<file path="src/rtl/term_pkg.sv">
// Shared constants and state encoding for the font_terminal write arbiter.
package term_pkg;

   localparam int COLS_DEF = 80;
   localparam int ROWS_DEF = 30;
   localparam int CHAR_W   = 6;
   localparam int ADDR_W   = 8;

   localparam logic [CHAR_W-1:0] CHAR_SPACE = 6'd32;

   typedef enum logic {
      ST_ARB   = 1'b0,
      ST_CLEAR = 1'b1
   } term_state_e;

endpackage

</file>
<file path="src/rtl/rr_arbiter.sv">
// Combinational round-robin arbiter: first active request at or after ptr wins.
module rr_arbiter #(
   parameter int NUM_REQ = 3,
   parameter int IW      = (NUM_REQ > 1) ? $clog2(NUM_REQ) : 1
) (
   input  logic [NUM_REQ-1:0] req,
   input  logic [IW-1:0]      ptr,
   output logic [NUM_REQ-1:0] grant,
   output logic [IW-1:0]      grant_idx,
   output logic               grant_any
);

   always_comb begin
      // NOTE: every output gets a default before the loop so no latch is inferred.
      grant     = '0;
      grant_idx = '0;
      grant_any = 1'b0;
      for (int k = 0; k < NUM_REQ; k++) begin
         if (!grant_any && req[(int'(ptr) + k) % NUM_REQ]) begin
            grant_any                          = 1'b1;
            grant[(int'(ptr) + k) % NUM_REQ]   = 1'b1;
            grant_idx                          = IW'((int'(ptr) + k) % NUM_REQ);
         end
      end
   end

endmodule

</file>
<file path="src/rtl/term_write_arbiter.sv">
// Single owner of the font_terminal write port: round-robin character writes
// from several requesters plus a built-in full-screen clear sweep.
module term_write_arbiter
   import term_pkg::*;
#(
   parameter  int NUM_REQ = 3,
   parameter  int COLS    = COLS_DEF,
   parameter  int ROWS    = ROWS_DEF,
   localparam int IW      = $clog2(NUM_REQ)
) (
   input  logic                      clk,
   input  logic                      rst,
   input  logic [NUM_REQ-1:0]        req_valid,
   output logic [NUM_REQ-1:0]        req_ready,
   input  logic [ADDR_W*NUM_REQ-1:0] req_h,
   input  logic [ADDR_W*NUM_REQ-1:0] req_v,
   input  logic [CHAR_W*NUM_REQ-1:0] req_char,
   input  logic                      clr_start,
   input  logic [CHAR_W-1:0]         clr_char,
   output logic                      clr_busy,
   output logic [ADDR_W-1:0]         term_h,
   output logic [ADDR_W-1:0]         term_v,
   output logic [CHAR_W-1:0]         term_char,
   output logic                      term_w_en,
   output logic [IW-1:0]             grant_id,
   output logic                      err_oob
);

   term_state_e       state_q, state_d;
   logic [IW-1:0]     rr_ptr_q, rr_ptr_d;
   logic [ADDR_W-1:0] sweep_h_q, sweep_h_d;
   logic [ADDR_W-1:0] sweep_v_q, sweep_v_d;
   logic [CHAR_W-1:0] clr_char_q, clr_char_d;
   logic [ADDR_W-1:0] term_h_q, term_h_d;
   logic [ADDR_W-1:0] term_v_q, term_v_d;
   logic [CHAR_W-1:0] term_char_q, term_char_d;
   logic              term_w_en_q, term_w_en_d;
   logic [IW-1:0]     grant_id_q, grant_id_d;
   logic              err_oob_q, err_oob_d;
   logic              clr_busy_q, clr_busy_d;

   logic [NUM_REQ-1:0] arb_grant;
   logic [IW-1:0]      arb_idx;
   logic               arb_any;
   logic [ADDR_W-1:0]  sel_h, sel_v;
   logic [CHAR_W-1:0]  sel_char;
   logic               sel_oob;

   rr_arbiter #(.NUM_REQ(NUM_REQ), .IW(IW)) u_rr_arbiter (
      .req       (req_valid),
      .ptr       (rr_ptr_q),
      .grant     (arb_grant),
      .grant_idx (arb_idx),
      .grant_any (arb_any)
   );

   assign sel_h    = req_h[ADDR_W*arb_idx +: ADDR_W];
   assign sel_v    = req_v[ADDR_W*arb_idx +: ADDR_W];
   assign sel_char = req_char[CHAR_W*arb_idx +: CHAR_W];
   assign sel_oob  = (32'(sel_h) >= COLS) || (32'(sel_v) >= ROWS);

   always_comb begin
      state_d     = state_q;
      rr_ptr_d    = rr_ptr_q;
      sweep_h_d   = sweep_h_q;
      sweep_v_d   = sweep_v_q;
      clr_char_d  = clr_char_q;
      term_h_d    = term_h_q;
      term_v_d    = term_v_q;
      term_char_d = term_char_q;
      term_w_en_d = 1'b0;
      grant_id_d  = grant_id_q;
      err_oob_d   = 1'b0;
      clr_busy_d  = clr_busy_q;
      req_ready   = '0;

      case (state_q)
         ST_ARB: begin
            if (clr_start) begin
               // A clear request pre-empts any write offered in the same cycle.
               state_d    = ST_CLEAR;
               clr_char_d = clr_char;
               clr_busy_d = 1'b1;
               sweep_h_d  = '0;
               sweep_v_d  = '0;
            end else begin
               req_ready = arb_grant;
               if (arb_any) begin
                  rr_ptr_d   = (arb_idx == IW'(NUM_REQ-1)) ? '0 : arb_idx + 1'b1;
                  grant_id_d = arb_idx;
                  if (sel_oob) begin
                     err_oob_d = 1'b1;
                  end else begin
                     term_w_en_d = 1'b1;
                     term_h_d    = sel_h;
                     term_v_d    = sel_v;
                     term_char_d = sel_char;
                  end
               end
            end
         end

         ST_CLEAR: begin
            term_w_en_d = 1'b1;
            term_h_d    = sweep_h_q;
            term_v_d    = sweep_v_q;
            term_char_d = clr_char_q;
            grant_id_d  = '0;
            if (sweep_h_q == ADDR_W'(COLS-1)) begin
               sweep_h_d = '0;
               sweep_v_d = sweep_v_q + 1'b1;
               if (sweep_v_d == ADDR_W'(ROWS)) begin
                  sweep_v_d  = '0;
                  state_d    = ST_ARB;
                  clr_busy_d = 1'b0;
               end
            end else begin
               sweep_h_d = sweep_h_q + 1'b1;
            end
         end

         default: state_d = ST_ARB;
      endcase

      // Grants must not leak out while reset holds the block idle.
      if (rst) req_ready = '0;
   end

   always_ff @(posedge clk or posedge rst) begin
      if (rst) begin
         state_q     <= ST_ARB;
         rr_ptr_q    <= '0;
         sweep_h_q   <= '0;
         sweep_v_q   <= '0;
         clr_char_q  <= '0;
         term_h_q    <= '0;
         term_v_q    <= '0;
         term_char_q <= '0;
         term_w_en_q <= 1'b0;
         grant_id_q  <= '0;
         err_oob_q   <= 1'b0;
         clr_busy_q  <= 1'b0;
      end else begin
         // NOTE: non-blocking assignments so every register samples pre-edge values.
         state_q     <= state_d;
         rr_ptr_q    <= rr_ptr_d;
         sweep_h_q   <= sweep_h_d;
         sweep_v_q   <= sweep_v_d;
         clr_char_q  <= clr_char_d;
         term_h_q    <= term_h_d;
         term_v_q    <= term_v_d;
         term_char_q <= term_char_d;
         term_w_en_q <= term_w_en_d;
         grant_id_q  <= grant_id_d;
         err_oob_q   <= err_oob_d;
         clr_busy_q  <= clr_busy_d;
      end
   end

   assign term_h    = term_h_q;
   assign term_v    = term_v_q;
   assign term_char = term_char_q;
   assign term_w_en = term_w_en_q;
   assign grant_id  = grant_id_q;
   assign err_oob   = err_oob_q;
   assign clr_busy  = clr_busy_q;

endmodule

</file>
<file path="config.mk">
export PLATFORM = sky130hd
export DESIGN_NAME = term_write_arbiter
export DESIGN_NICKNAME = d
export VERILOG_FILES = /design/src/rtl/term_pkg.sv /design/src/rtl/rr_arbiter.sv /design/src/rtl/term_write_arbiter.sv
export SDC_FILE = /design/constraint.sdc
export NUM_CORES = 1
export LEC_CHECK = 0
export CORE_MARGIN = 5
export CORE_UTILIZATION = 47
export DETAILED_ROUTE_END_ITERATION = 8
export HOLD_SLACK_MARGIN = 0.03
export PLACE_DENSITY = 0.81
export SKIP_CTS_REPAIR_TIMING = 1
export SLEW_MARGIN = 15
export SYNTH_ARGS = -nofsm -noshare
export SYNTH_HDL_FRONTEND = slang
export SYNTH_HIERARCHICAL = 1
export SYNTH_SLANG_ARGS = --single-unit
</file>
<file path="constraint.sdc">
create_clock -name clk -period 4 [get_ports clk]
set_clock_uncertainty 0.05 [all_clocks]
set_input_delay 0.8 -clock clk [delete_from_list [all_inputs] [get_ports clk]]
set_output_delay 0.8 -clock clk [all_outputs]
set_load 0.005 [all_outputs]
</file>
==> impl_metrics.tcl, run 1 <==
set metrics [dict create \
    synth-main-ff-cell "dfrtp_1" \
    ys_ff_latch 52 \
    synth_largest_area_cell "dfrtp_1" \
    num_vias 3460 \
    clock_sinks 52 \
    max_stage_delay_ps 600 \
    synthesis.nets 464 \
    chipHeight_microns 95.89 \
    wl_per_cell_microns 17.98 \
    drtIter0Drc 242 \
    grt.overflow.total 0 \
    yosysSeqAreaShare 0.3753 \
    cp.required_ps 4120 \
    port_buffers 107 \
    p_seq_frac 0.401 \
    instances_no_fill 576 \
    ioPinCount 108 \
    chipWidth_microns 95.89 \
    critPathTopFamily "compound AO/OA/AOI/OAI gates" \
    setup_viol 0 \
    start_kind "primary input" \
    ys_top_cells_by_area "dfrtp_1, mux2i_1, nor2_1" \
    cts_max_level 2 \
    rsz0062_at_grt "no" \
    ir_worst_vdd_v 0.0002360 \
    grt_antenna_before_repair 0 \
    synth.top_cell.area_share 0.3753 \
    fin_crit_sh 0.9329 \
    initial_utilization 0.4806 \
    drc 0 \
    hold_violations 0 \
    synth_cells 379 \
    grt_usage 0.2377 \
    dr.pass1.iters 4 \
    cpMaxStageDelayCell "clkdlybuf4s50_1" \
    clock_latency_ps 310 \
    p_per_area_nw_per_um2 468.0 \
    syn_area_sq_um 3467 \
    crit_type "in2reg" \
    status "finished, final reports clean" \
    fin_util 0.6547 \
    avgSynthCellArea_sq_um 9.148 \
    yosys_warnings 6 \
    grt_pass1_vias 3500 \
    fin_nets 561 \
    num_rows 31 \
    synth.distinct_cells 58 \
    syn2layout_area_growth_pct 36.23 \
    synth-edff-count 0 \
    numCtsBuffers 5 \
    cts_tree "done" \
    root_buffer "clkbuf_8" \
    hold_path_class "reg2reg" \
    core_area_sq_um 7214 \
    yosysMostFrequentCell "dfrtp_1" \
    routed_wirelength_mm 10.36 \
    grt_max_degree 53 \
    tightest_slew_ps 886.5 \
    async_flop_share 1.000 \
    slew_violations 0 \
    clock_power_share 0.143 \
    p_sw_frac 0.3948 \
    synth_common_cells "dfrtp_1, nor2_1, nand2_1, a21oi_1, mux2i_1" \
    cp_num_buf_inv 3 \
    routabilityCongestion 0.9051 \
    via_per_inst 6.007 \
    critical_path.cell_chain "clkdlybuf4s50_1 > mux2i_4 > mux2i_4 > mux2i_1 > nor2_2 > buf_12 > mux2i_1 > a2bb2oi_1 > o41ai_4 > buf_4 > o311ai_0 > o311ai_2" \
    die-area_sq_um 9195 \
    max_freq_mhz 268.0 \
    r2r_slack_ps 360 \
    hpwl_mm 7.863 \
    grt_pass1_wl_mm 17.24 \
    min_period_ps 3732 \
    drive_above_1_share 0.09434 \
    antenna_left 0 \
    p_int_mw 1.338 \
    end_kind "flop" \
    slew_headroom 0.4083 \
    cap_violations 0 \
    nFillCells 618 \
    n_antenna_cell 0 \
    cp_max_fo 18 \
    cts_buffer_depth 2 \
    dp.cells 568 \
    p_sw_mw 0.8725 \
    power_leakage_nw 1.872 \
    pwr-share-comb 0.456 \
    arrival_ps 3850 \
    clk_pin_slew_ps 100 \
]
[power groups by stage]
stage	Combinational (mW)	Clock, mW	Sequential, mW
3_5_place_dp	1.00	0	0.887
6_report	1.01	0.317	0.886
2_1_floorplan	0.649	0	0.800
3_3_place_gp	0.968	0	0.879
5_1_grt	1.12	0.335	0.907
4_1_cts	1.01	0.320	0.880
[layer usage]
metal  part of all wire  routed length [microns]  track usage
met1               0.41                     4196       0.3008
met2               0.50                     5151       0.4013
met3              0.065                      676      0.04848
met4              0.032                      332      0.08531
met5                  0                        0            0
[layout make-up]
type,instances,area [sq um],area share
Timing Repair Buffer,120,1206,0.2554
Inverter,11,42.54,0.009007
Multi-Input combinational cell,286,1961,0.4151
Sequential cell,52,1301,0.2755
Tap cell,99,123.9,0.02623
Clock inverter,2,16.27,0.003444
Clock buffer,6,72.57,0.01536
[cell usage in the layout (no fill, tap or decap), drive strengths merged, types with 9 or more instances in the layout]
| master | count |
|---|---|
| nand2 | 37 |
| o311ai | 29 |
| a21oi | 24 |
| inv | 9 |
| o21ai | 19 |
| clkdlybuf4s50 | 107 |
| buf | 13 |
| mux2i | 23 |
| nor2 | 38 |
| dfrtp | 52 |
[state kept, by name, summed over array words and instances, names as in the netlist]
| register | cells |
|---|---|
| clr_busy | 1 |
| sweep_h_q | 8 |
| rr_ptr_q | 2 |
| err_oob | 1 |
| term_v | 8 |
| grant_id | 2 |
| term_w_en | 1 |
| sweep_v_q | 8 |
| term_h | 8 |
| state_q | 1 |
| term_char | 6 |
| clr_char_q | 6 |
[logic make-up (layout without fill, tap and decap cells)]
kind of cell | count (synthesis) | after routing | synth area share
mux | 30 | 30 | 0.09635
flops | 52 | 52 | 0.3753
simple gates | 123 | 123 | 0.1660
buf+inv | 41 | 139 | 0.06099
compound gates | 125 | 125 | 0.2736
xor+xnor | 1 | 1 | 0.002527
fa+ha+maj | 7 | 7 | 0.02526
[tightest hold or removal path: cells and delay by family (launching register included)]
family           cells  cell delay, ps
flip-flops           1             350
AND/OR/NAND/NOR      1              60
AO/OA/AOI/OAI        1              60
[final timing paths]
check | start | endpoint | depth (start not counted)
max | req_valid[0] | term_char[1] | 12
min | clr_char_q[5] | term_char[5] | 2
max reg2reg | rr_ptr_q[1] | term_char[1] | 13
min reg2reg | clr_char_q[5] | term_char[5] | 2
max in group asynchronous | rst | grant_id[0] | 2
min in group asynchronous | rst | term_w_en | 2
[per-stage QoR]
stage          TNS, ps  power [mW]  setup WS (ps)  hold slack (ps)  instance area (sq um)
3_3_place_gp         0       1.847          170.2            424.3                   4633
4_1_cts              0       2.209          291.2            450.8                   4722
2_1_floorplan        0       1.448          815.5            405.4                   3467
3_5_place_dp    -69.92       1.890         -42.80            427.0                   4633
5_1_grt              0       2.358          31.27            479.4                   4723
6_report             0       2.210          268.4            446.1                   4723
(Power assumes the default switching activity.)
==> run 2: changes to the inputs <==
CAP_MARGIN = 10   (was not set)
CORE_UTILIZATION = 51   (was 47)
PLACE_DENSITY = 0.86   (was 0.81)
clock period = 4.8 ns   (was 4 ns; I/O delays follow)
==> run 2 against run 1 <==
Compared with the run above: critical path depth shrank 3; cell count shrank 4.2%; setup slack improved by 120 ps; hold slack improved by 14 ps; sequential power fell by 17%; clock power shrank 18%; count of clock-buffer cells in the layout decreased by 1; first-iteration DRC count decreased by 11%; critical endpoint is now term_v[0]; via count fell by 1.6%; final area shrank 2.1%; sequential cell count did not move; non-clock buffer count is 5 lower.
==> impl_metrics.tcl, run 2 (synthesis results as in run 1) <==
set metrics [dict create \
    cp.required_ps 4920 \
    via_per_inst 6.167 \
    syn2layout_area_growth_pct 33.42 \
    multi_input_area_sq_um 1961 \
    instances_no_fill 552 \
    min_period_ps 4412 \
    p_per_area_nw_per_um2 389.6 \
    wl_per_cell_microns 18.08 \
    place_area_sq_um 4534 \
    numCtsBuffers 5 \
    cts_tree "done" \
    n_antenna_cell 0 \
    grt_antenna_before_repair 0 \
    end_kind "flop" \
    grt_pass1_vias 3296 \
    antenna_left 0 \
    ioPinCount 108 \
    routed_wirelength_mm 9.981 \
    cts_max_level 2 \
    fin_crit_sh 0.9191 \
    setup_viol 0 \
    chipHeight_microns 92.45 \
    hold_violations 0 \
    slew_violations 0 \
    final_area_sq_um 4626 \
    whs_ps 459.6 \
    port_buffers 107 \
    total_power_mw 1.802 \
    max_freq_mhz 226.7 \
    power_leakage_nw 1.838 \
    tightest_slew_ps 893.0 \
    dr.pass1.iters 7 \
    hpwl_mm 7.641 \
    rsz0062_at_grt "no" \
    cap_violations 0 \
    num_rows 30 \
    dp.cells 544 \
    crit_type "in2reg" \
    core_area_sq_um 6719 \
    start_kind "primary input" \
    chipWidth_microns 92.45 \
    clk_pin_slew_ps 100 \
    regArea_sq_um 1301 \
    clock_sinks 52 \
    fin_nets 556 \
    layout_commonest_cell "clkdlybuf4s50_1" \
    grt_pass1_wl_mm 16.52 \
    setup_tns_ps 0 \
    routabilityCongestion 0.9440 \
    mostFrequentLayoutCells "clkdlybuf4s50_1, dfrtp_1, nand2_1, nor2_1, a21oi_1" \
    cts_buffer_depth 2 \
    die-area_sq_um 8547 \
    initial_utilization 0.5160 \
    root_buffer "clkbuf_8" \
    nFillCells 532 \
    slew_headroom 0.4047 \
    hold_path_class "reg2reg" \
    drc 0 \
    status "finished, final reports clean" \
    grt_usage 0.2374 \
    drive_above_1_share 0.08686 \
    clock_latency_ps 310 \
    arrival_ps 4530 \
    grt_max_degree 53 \
    num_vias 3404 \
    drtIter0Drc 215 \
    cp_max_fo 19 \
    ir_worst_vdd_v 0.0002387 \
    grt.overflow.total 0 \
]
## run 2: final cells by class
| cell class | instances | share of cell area |
|---|---|---|
| Clock buffer | 5 | 0.01488 |
| Sequential cell | 52 | 0.2813 |
| Multi-Input combinational cell | 286 | 0.4239 |
| Inverter | 11 | 0.009197 |
| Clock inverter | 3 | 0.004598 |
| Tap cell | 80 | 0.02164 |
| Timing Repair Buffer | 115 | 0.2445 |
## run 2: worst paths after layout
path	startpoint	slack (ps)	end	cells past startpoint
min	clr_char_q[1]	460	term_char[1]	2
max in group asynchronous	rst	3040	rr_ptr_q[0]	2
max reg2reg	rr_ptr_q[0]	750	term_v[0]	11
min reg2reg	clr_char_q[1]	460	term_char[1]	2
max	req_valid[1]	390	term_v[0]	9
min in group asynchronous	rst	1120	sweep_v_q[1]	2
## run 2: report_power, final
part           total, mW  switching, mW  internal, mW
logic              0.813          0.395         0.418
clock network      0.259          0.155         0.104
registers          0.731          0.158         0.573
total               1.80          0.707          1.09
## run 2: worst max-delay path, cell delays in order
cell and delay (ps):
clkdlybuf4s50_1 640, nand2b_1 170, o32a_1 350, a21oi_2 140, nor2b_1 330, a2bb2oi_1 200, o41ai_4 860, or3_1 680
o311ai_1 200
## run 2: layer usage
metal / part of all wire / track usage / vias to the layer above
met4: 0.018 / 0.05941 / 0
met1: 0.42 / 0.3197 / 1631
met5: 0 / 0 / -
li1: - / - / 1604
met2: 0.49 / 0.3964 / 148
met3: 0.070 / 0.04143 / 21
## run 2: per-stage QoR
step	setup slack, ps	utilization
3_5_place_dp	96.41	0.6749
4_1_cts	428.4	0.6883
6_report	388.4	0.6885
2_1_floorplan	1498	-
3_3_place_gp	260.7	0.6749
5_1_grt	174.5	0.6885
